--- src/rtl/subtract_16.sv ---
// subtract_16: registered 16-bit two's-complement subtractor (result = a - b).
// The datapath forms a + ~b + 1 using four 4-bit carry-lookahead groups and a
// second lookahead level across the groups. Status flags come from the same sum.
// Every flag is registered in the same cycle as result.
module subtract_16 (
   input  logic        clk,
   input  logic        rst_n,
   input  logic [15:0] a,
   input  logic [15:0] b,
   input  logic        in_valid,
   output logic [15:0] result,
   output logic        out_valid,
   output logic        borrow,
   output logic        overflow,
   output logic        zero,
   output logic        negative
);

   // Group generate: the 4-bit group produces a carry on its own.
   function automatic logic grp_gen(input logic [3:0] g, input logic [3:0] p);
      grp_gen = g[3] | (p[3] & g[2]) | (p[3] & p[2] & g[1]) | (p[3] & p[2] & p[1] & g[0]);
   endfunction

   // Carries into bits 0..3 of one group, all computed from the group carry-in.
   function automatic logic [3:0] cla4_carry(input logic [3:0] g, input logic [3:0] p,
                                             input logic cin);
      logic [3:0] c;
      c[0] = cin;
      c[1] = g[0] | (p[0] & cin);
      c[2] = g[1] | (p[1] & g[0]) | (p[1] & p[0] & cin);
      c[3] = g[2] | (p[2] & g[1]) | (p[2] & p[1] & g[0]) | (p[2] & p[1] & p[0] & cin);
      cla4_carry = c;
   endfunction

   logic [15:0] b_inv_s;
   logic [15:0] gen_s;
   logic [15:0] prop_s;
   logic [3:0]  grp_g_s;
   logic [3:0]  grp_p_s;
   logic [4:0]  grp_c_s;     // carry into each group; [4] is the adder carry-out
   logic [15:0] carry_s;     // carry into each bit
   logic [15:0] sum_s;
   logic        borrow_s;
   logic        overflow_s;
   logic        zero_s;

   // Per-bit and per-group generate/propagate terms for a + ~b.
   always_comb begin
      b_inv_s = ~b;
      gen_s   = a & b_inv_s;
      prop_s  = a ^ b_inv_s;
      grp_g_s = 4'd0;
      grp_p_s = 4'd0;
      for (int k = 0; k < 4; k++) begin
         grp_g_s[k] = grp_gen(gen_s[4*k +: 4], prop_s[4*k +: 4]);
         grp_p_s[k] = &prop_s[4*k +: 4];
      end
   end

   // Second-level lookahead: group carries from the fixed carry-in of 1.
   always_comb begin
      grp_c_s    = 5'd0;
      grp_c_s[0] = 1'b1;
      grp_c_s[1] = grp_g_s[0] | (grp_p_s[0] & grp_c_s[0]);
      grp_c_s[2] = grp_g_s[1] | (grp_p_s[1] & grp_g_s[0])
                 | (grp_p_s[1] & grp_p_s[0] & grp_c_s[0]);
      grp_c_s[3] = grp_g_s[2] | (grp_p_s[2] & grp_g_s[1])
                 | (grp_p_s[2] & grp_p_s[1] & grp_g_s[0])
                 | (grp_p_s[2] & grp_p_s[1] & grp_p_s[0] & grp_c_s[0]);
      grp_c_s[4] = grp_g_s[3] | (grp_p_s[3] & grp_g_s[2])
                 | (grp_p_s[3] & grp_p_s[2] & grp_g_s[1])
                 | (grp_p_s[3] & grp_p_s[2] & grp_p_s[1] & grp_g_s[0])
                 | (grp_p_s[3] & grp_p_s[2] & grp_p_s[1] & grp_p_s[0] & grp_c_s[0]);
   end

   // In-group carries, sum bits and the status flags derived from that sum.
   always_comb begin
      carry_s = 16'd0;
      for (int k = 0; k < 4; k++) begin
         carry_s[4*k +: 4] = cla4_carry(gen_s[4*k +: 4], prop_s[4*k +: 4], grp_c_s[k]);
      end
      sum_s      = prop_s ^ carry_s;
      borrow_s   = ~grp_c_s[4];
      overflow_s = (a[15] ^ b[15]) & (sum_s[15] ^ a[15]);
      zero_s     = (sum_s == 16'h0000);
   end

   // Output registers: reset wins, a valid pair loads, otherwise hold and drop valid.
   always_ff @(posedge clk) begin
      if (!rst_n) begin
         result    <= 16'h0000;
         out_valid <= 1'b0;
         borrow    <= 1'b0;
         overflow  <= 1'b0;
         zero      <= 1'b1;
         negative  <= 1'b0;
      end else if (in_valid) begin
         result    <= sum_s;
         out_valid <= 1'b1;
         borrow    <= borrow_s;
         overflow  <= overflow_s;
         zero      <= zero_s;
         negative  <= sum_s[15];
      end else begin
         out_valid <= 1'b0;
      end
   end

endmodule

--- config.mk ---
export PLATFORM = sky130hd
export DESIGN_NAME = subtract_16
export DESIGN_NICKNAME = d
export VERILOG_FILES = /design/src/rtl/subtract_16.sv
export SDC_FILE = /design/constraint.sdc
export NUM_CORES = 1
export LEC_CHECK = 0
export ABC_AREA = 1
export CAP_MARGIN = 20
export CORE_MARGIN = 5
export CORE_UTILIZATION = 42
export DETAILED_ROUTE_END_ITERATION = 12
export PLACE_DENSITY_LB_ADDON = 0.08
export SLEW_MARGIN = 15
export SYNTH_ARGS = -nofsm -noshare
export SYNTH_HDL_FRONTEND = slang
export SYNTH_SLANG_ARGS = --single-unit
--- constraint.sdc ---
create_clock -name clk -period 2.5 [get_ports clk]
set_input_delay 0.375 -clock clk [delete_from_list [all_inputs] [get_ports clk]]
set_output_delay 0.375 -clock clk [all_outputs]
set_load 0.01 [all_outputs]
==> results.sh, run 1 <==
export IMPL_outcome="finished, violations left"
export IMPL_violations="negative setup slack"
export IMPL_period_share_pct=100
export IMPL_ys_ff_latch=20
export IMPL_grt_pass1_vias=1790
export IMPL_worst_pin_slew_ns=0.430
export IMPL_p_int_mw=0.887
export IMPL_p_switching_mw=0.401
export IMPL_hold_slack_ns=0.464
export IMPL_dpl_cell_area_mm2=0.00251
export IMPL_rsz0062_at_grt="true"
export IMPL_drtIter0Drc=107
export IMPL_netlist_top_cells_area="dfxtp_1 (24%), inv_1 (13%), ha_1 (12%)"
export IMPL_cts_tree="built"
export IMPL_syn_to_final_growth_pct=70.2
export IMPL_fp_coreArea_mm2=0.00397
export IMPL_endpoint_kind="register"
export IMPL_leakage_nw=1.55
export IMPL_reg2reg_to="result[9]"
export IMPL_syn_inst=259
export IMPL_relSlewSlack_pct=71.2
export IMPL_rr_worst_depth=3
export IMPL_clock_fmax_mhz=399
export IMPL_drive_gt1_share_pct=42.0
export IMPL_postSynthNetCount=314
export IMPL_cap_violations=0
export IMPL_critical_path_class="primary input to register"
export IMPL_gr_total_overflow=0
export IMPL_layout_min_cycle_time_ns=2.50
export IMPL_path_max_fanout=3
export IMPL_routed_wl_um=4660
export IMPL_crit_end="zero"
export IMPL_nets=418
export IMPL_ir_drop_mv=0.260
export IMPL_clk_pin_slew_ns=0.07
export IMPL_wl_per_cell_um=11.3
export IMPL_setup_slack_ns=-0.00468
export IMPL_busiest_layer="met2"
export IMPL_yosysSeqAreaShare_pct=23.5
export IMPL_cp_startpoint="b[5]"
export IMPL_required_ns=2.65
export IMPL_start_util_pct=42.9
export IMPL_clkPwrFrac_pct=24.7
export IMPL_synth_top_area_share_pct=23.5
export IMPL_grt_antenna_before_repair=0
export IMPL_dr_total_vias=1880
export IMPL_powerDensity_mw_per_mm2=445
export IMPL_dieArea_mm2=0.00543
export IMPL_die_height_um=73.7
export IMPL_setup_violations=1
export IMPL_ant_nets=0
export IMPL_netlist_area_mm2=0.00170
export IMPL_grt_pass1_wl_um=7610
export IMPL_yosys_warnings=0
export IMPL_min_path_type="register to register"
export IMPL_hold_viol_final=0
export IMPL_switching_share_pct=31.1
export IMPL_diodes=0
export IMPL_start_kind="primary input"
export IMPL_post_route_drc_count=0
export IMPL_dr_pass1_iters=4
export IMPL_crit_arrival_ns=2.66
export IMPL_clkSinkCount=20
export IMPL_io_buffers=55
export IMPL_place_ws_ns=-0.618
export IMPL_die_w_um=73.7
export IMPL_synth_top_cell_by_area="dfxtp_1"
export IMPL_placementRows=23
export IMPL_synth_distinct_cells=36
export IMPL_cts_buffer_depth=2
export IMPL_stdcell_area_mm2=0.00290
export IMPL_worstHoldPathCells=2
export IMPL_avgSynthCellArea_um2=6.57
export IMPL_place_congestion=0.800
export IMPL_root_buffer="clkbuf_8"
export IMPL_grtUsageMet2_pct=31.5
export IMPL_grt_max_degree=28
export IMPL_ios=56
export IMPL_met1_usage_pct=21.3
export IMPL_insertion_delay_ns=0.25
export IMPL_slew_viol_final=0
export IMPL_cts_hold_buf=0
export IMPL_h_tree_depth=1
export IMPL_via_per_inst=4.56
export IMPL_combPwrFrac_pct=47.2
export IMPL_seq_power_share_pct=28.1
export IMPL_nFillCells=347
export IMPL_grt_met3_usage_pct=2.46
export IMPL_fin_skew_ns=0
export IMPL_r2r_slack_ns=1.65
export IMPL_numCtsBuffers=3
export IMPL_grtUsageTotal_pct=17.2
export IMPL_r2r_start="result[9]"
export IMPL_place_hpwl_um=3320
-- cell usage after synthesis --
| library cell | number |
|---|---|
| nand3_1 | 11 |
| nand2_4 | 1 |
| nor2_1 | 21 |
| clkinv_1 | 1 |
| dfxtp_1 | 20 |
| a221oi_1 | 1 |
| a21boi_1 | 1 |
| a31oi_1 | 1 |
| clkbuf_1 | 1 |
| inv_1 | 58 |
| o21ai_0 | 7 |
| nand3b_1 | 2 |
| or2_2 | 1 |
| buf_4 | 1 |
| xor2_1 | 1 |
| nor2_2 | 3 |
| fa_1 | 3 |
| nor2_4 | 1 |
| nand4_1 | 1 |
| o211ai_1 | 6 |
| buf_1 | 2 |
| a21o_1 | 2 |
| nand3_4 | 1 |
| inv_2 | 4 |
| buf_2 | 1 |
| o21bai_1 | 1 |
| and3_1 | 1 |
| a21oi_2 | 1 |
| o21ai_1 | 3 |
| nand3_2 | 2 |
| nand2_2 | 14 |
| a21oi_1 | 11 |
| xnor2_1 | 1 |
| nand2_1 | 55 |
| ha_1 | 17 |
| clkbuf_4 | 1 |
-- metrics by stage --
stage | utilization (%) | TNS [ns] | instances | power (mW)
floorplan | - | 0 | 259 | 0.632
global placement | 63.3 | -0.904 | 385 | 0.849
detailed placement | 63.3 | -1.18 | 385 | 0.854
CTS | 69.7 | 0 | 405 | 1.24
global route | 73.0 | -0.140 | 412 | 1.37
finish | 73.0 | -0.00468 | 412 | 1.29
-- cell type report --
class	instances	area [um2]	share of cell area, %
tap	50	62.6	2.16
clock buffer	3	41.3	1.42
clock inverter	1	30.0	1.04
multi-input combinational	170	1260	43.4
sequential	20	400	13.8
timing repair buffer	105	863	29.8
inverter	63	244	8.42
-- routing by layer --
metal | routed length (um) | up-vias
met5 | 0 | -
met4 | 23 | 0
met3 | 209 | 4
met2 | 2400 | 41
met1 | 2020 | 842
li1 | - | 993
-- state kept, by name (all words and copies together) (netlist names) --
register / flops
result: 15
borrow: 1
out_valid: 1
overflow: 1
zero: 1
negative: 1
-- cells in the final DEF, fill, tap and decap left out, drive strengths merged --
| master | netlist | final |
|---|---|---|
| clkinv | 1 | 1 |
| o211ai | 6 | 6 |
| a21o | 2 | 2 |
| bufinv | 0 | 1 |
| clkdlybuf4s50 | 0 | 31 |
| inv | 62 | 62 |
| buf | 4 | 74 |
| a21boi | 1 | 1 |
| xnor2 | 1 | 1 |
| o21ai | 10 | 10 |
| nor2 | 25 | 25 |
| xor2 | 1 | 1 |
| a21oi | 12 | 12 |
| dfxtp | 20 | 20 |
| and3 | 1 | 1 |
| ha | 17 | 17 |
| nand2 | 70 | 70 |
| clkbuf | 2 | 3 |
| nand4 | 1 | 1 |
| nand3 | 14 | 14 |
| a221oi | 1 | 1 |
| fa | 3 | 3 |
| a31oi | 1 | 1 |
| or2 | 1 | 1 |
| nand3b | 2 | 2 |
| o21bai | 1 | 1 |
-- critical path, cell delays in order --
cell and delay [ns]:
buf_6 0.09, inv_2 0.05, ha_4 0.21, nand2_2 0.07, nand2_2 0.06, buf_4 0.13
buf_4 0.12, buf_4 0.12, buf_4 0.12, buf_4 0.12, buf_4 0.12, buf_4 0.12
buf_4 0.13, buf_4 0.12, buf_4 0.12, inv_2 0.06, nand2_1 0.06, nand2_1 0.10
nand2_2 0.08, nand2_1 0.07, nor2_2 0.03, nand2_1 0.06, nor2_2 0.04, nand2_1 0.05
nand2_1 0.04
-- what timing repair did --
| item | CTS | global route |
|---|---|---|
| endpoints found under the setup margin | 1 | 1 |
| setup buffers | 16 | 7 |
| resized for setup | 132 | 19 |
| pin swaps | 36 | 34 |
| cloned | 0 | 0 |
-- cell families after synthesis --
group / after synthesis / synth area share [%]
AND/OR/NAND/NOR: 114 / 31.7
buffers and inverters: 69 / 15.7
AO/OA/AOI/OAI: 34 / 12.0
flip-flops: 20 / 23.5
XOR/XNOR: 2 / 1.03
adder cells (fa/ha/maj): 20 / 16.0
-- power by group through the flow --
stage          Clock, mW  Sequential [mW]  Combinational [mW]
2_1_floorplan          0            0.382               0.250
3_3_place_gp           0            0.369               0.480
3_5_place_dp           0            0.369               0.485
4_1_cts            0.324            0.362               0.554
5_1_grt            0.340            0.365               0.668
6_report           0.319            0.362               0.608
-- how the worst min path moves through the flow --
stage             start  endpoint  slack, ns
6_report         borrow    borrow       0.46
3_5_place_dp   overflow  overflow       0.46
4_1_cts          borrow    borrow       0.47
3_3_place_gp     borrow    borrow       0.45
2_1_floorplan    borrow    borrow       0.49
5_1_grt        overflow  overflow       0.48
Power figures use the tool's default switching activity.
==> run 2, diff against run 1 <==
--- a/config.mk
+++ b/config.mk
@@ -15,3 +15,4 @@
 export SYNTH_ARGS = -nofsm -noshare
 export SYNTH_HDL_FRONTEND = slang
 export SYNTH_SLANG_ARGS = --single-unit
+export TNS_END_PERCENT = 10
==> results of run 2 <==
The final DEF is identical to that of run 1; final timing and power are the same.
==> run 3, diff against run 2 <==
--- a/config.mk
+++ b/config.mk
@@ -8,8 +8,10 @@
 export ABC_AREA = 1
 export CAP_MARGIN = 20
 export CORE_MARGIN = 5
-export CORE_UTILIZATION = 42
+export CORE_UTILIZATION = 55
+export CTS_BUF_LIST = sky130_fd_sc_hd__clkbuf_16
 export DETAILED_ROUTE_END_ITERATION = 12
+export DONT_BUFFER_PORTS = 1
 export PLACE_DENSITY_LB_ADDON = 0.08
 export SLEW_MARGIN = 15
 export SYNTH_ARGS = -nofsm -noshare
==> results.sh, run 3 (same netlist as run 1, synthesis figures left out) <==
export IMPL_r2r_start="result[9]"
export IMPL_worst_pin_slew_ns=0.330
export IMPL_clk_pin_slew_ns=0.05
export IMPL_diodes=0
export IMPL_place_hpwl_um=2890
export IMPL_maxUsedRoutingLayer="met3"
export IMPL_clock_fmax_mhz=411
export IMPL_p_int_mw=0.845
export IMPL_min_delay_worst_endpoint="result[12]"
export IMPL_place_congestion=0.750
export IMPL_leakage_nw=1.20
export IMPL_dr_wl_met3_um=293
export IMPL_rr_worst_depth=3
export IMPL_root_buffer="clkbuf_16"
export IMPL_dpl_cell_area_mm2=0.00189
export IMPL_clkSinkCount=20
export IMPL_ir_drop_mv=0.393
export IMPL_placementRows=20
export IMPL_dr_total_vias=1546
export IMPL_rsz0062_at_grt="true"
export IMPL_start_kind="primary input"
export IMPL_outcome="completed"
export IMPL_syn_to_final_growth_pct=25.3
export IMPL_crit_arrival_ns=2.63
export IMPL_setup_slack_ns=0.0667
export IMPL_grt_antenna_before_repair=0
export IMPL_path_cells="inv_1 > ha_1 > nand2_2 > inv_2 > nand2_2 > nand3_4 > nand2_2 > nand2_2 > inv_2 > fa_1 > nand2_1 > nor2_1 > nand2_1 > nor2_1 > nand3_1 > nor2_1 > nand2_1 > nor2_2 > nand2_1 > nor2_2 > nand2_1 > nand2_1"
export IMPL_final_common_cell="nand2_1"
export IMPL_nets=336
export IMPL_endpoint_kind="register"
export IMPL_seq_power_share_pct=32.2
export IMPL_stdcell_area_mm2=0.00213
export IMPL_grt_pass1_wl_um=5980
export IMPL_reg2reg_to="result[9]"
export IMPL_grt_max_degree=29
export IMPL_total_power_mw=1.19
export IMPL_die_w_um=65.6
export IMPL_r2r_slack_ns=1.60
export IMPL_io_buffers=0
export IMPL_path_buf_inv=3
export IMPL_critical_path_class="primary input to register"
export IMPL_most_common_layout_cells="nand2_1 (50), inv_1 (49), buf_4 (23)"
export IMPL_wl_met1_um=1610
export IMPL_grtUsageTotal_pct=17.0
export IMPL_slew_viol_final=0
export IMPL_nFillCells=240
export IMPL_grt_pass1_vias=1481
export IMPL_routed_wl_um=3650
export IMPL_crit_path_top_delay_cell="fa_1"
export IMPL_start_util_pct=56.7
export IMPL_cts_tree="built"
export IMPL_cts_buffer_depth=2
export IMPL_crit_top_cell="nand2_1"
export IMPL_hold_viol_final=0
export IMPL_post_route_drc_count=0
export IMPL_ios=56
export IMPL_layout_min_cycle_time_ns=2.43
export IMPL_required_ns=2.69
export IMPL_gr_total_overflow=0
export IMPL_setup_violations=0
export IMPL_cts_hold_buf=0
export IMPL_via_per_inst=4.94
export IMPL_cap_violations=0
export IMPL_h_tree_depth=1
export IMPL_die_height_um=65.6
export IMPL_switching_share_pct=28.8
export IMPL_dr_wl_met2_um=1740
export IMPL_dieArea_mm2=0.00431
export IMPL_numCtsBuffers=3
export IMPL_wl_per_cell_um=11.6
export IMPL_drtIter0Drc=74
export IMPL_fin_skew_ns=0
export IMPL_relSlewSlack_pct=78.0
export IMPL_period_share_pct=97.3
export IMPL_ant_nets=0
export IMPL_largest_register_ffs=15
export IMPL_largest_register="result"
export IMPL_p_switching_mw=0.343
export IMPL_powerDensity_mw_per_mm2=557
export IMPL_cp_slowest_stage_delay_ns=0.55
export IMPL_dr_pass1_iters=4
export IMPL_fp_coreArea_mm2=0.00300
export IMPL_worstHoldStart="in_valid"
export IMPL_drive_gt1_share_pct=27.9
export IMPL_worstHoldPathCells=1
export IMPL_insertion_delay_ns=0.24
export IMPL_path_max_fanout=4
export IMPL_cp_top_family="simple AND/OR/NAND/NOR gates"
export IMPL_clkPwrFrac_pct=36.0
export IMPL_combPwrFrac_pct=31.8
export IMPL_place_ws_ns=-0.139
export IMPL_min_path_type="primary input to register"
[run 3: power groups by stage]
stage / sequential, mW / combinational [mW] / clock [mW]
after floorplan: 0.382 / 0.250 / 0
after global placement: 0.390 / 0.331 / 0
after detailed placement: 0.390 / 0.336 / 0
after CTS: 0.383 / 0.338 / 0.429
after global routing: 0.386 / 0.432 / 0.448
final: 0.383 / 0.377 / 0.428
[run 3: how the worst max path moves through the flow]
stage	to	from	slack (ns)	cells past startpoint
after global routing	zero	a[0]	-0.13	22
final	zero	a[0]	0.07	22
after global placement	zero	b[1]	-0.07	22
after floorplan	zero	b[5]	0.004	22
after CTS	zero	b[5]	0.10	22
after detailed placement	zero	b[1]	-0.14	22
[run 3: metrics by stage]
stage	setup TNS (ns)	hold WS (ns)	util, %	instances
after floorplan	0	0.488	-	259
after global placement	-0.0687	0.467	62.9	306
after detailed placement	-0.139	0.470	62.9	306
after CTS	0	0.211	66.4	310
after global routing	-0.131	0.212	71.0	313
final	0	0.214	71.0	313
[run 3: per-layer routing]
| layer | vias to the layer above | GRT usage [%] |
|---|---|---|
| met4 | 0 | 3.37 |
| li1 | 835 | - |
| met1 | 667 | 21.7 |
| met2 | 44 | 28.7 |
| met3 | 0 | 4.27 |
| met5 | - | 0 |
[run 3: final cells by class]
| class | instances | area (um2) | area share [%] |
|---|---|---|---|
| multi-input cells | 170 | 1170 | 54.8 |
| clock inverters | 1 | 30.0 | 1.41 |
| inverters | 63 | 244 | 11.4 |
| flip-flops and latches | 20 | 400 | 18.8 |
| repair buffers | 23 | 173 | 8.09 |
| well taps | 33 | 41.3 | 1.94 |
| clock buffers | 3 | 75.1 | 3.52 |
[run 3: timing repair]
item	in CTS	in global routing
buffers inserted	0	3
resized for setup	0	28
endpoints found under the setup margin	0	1
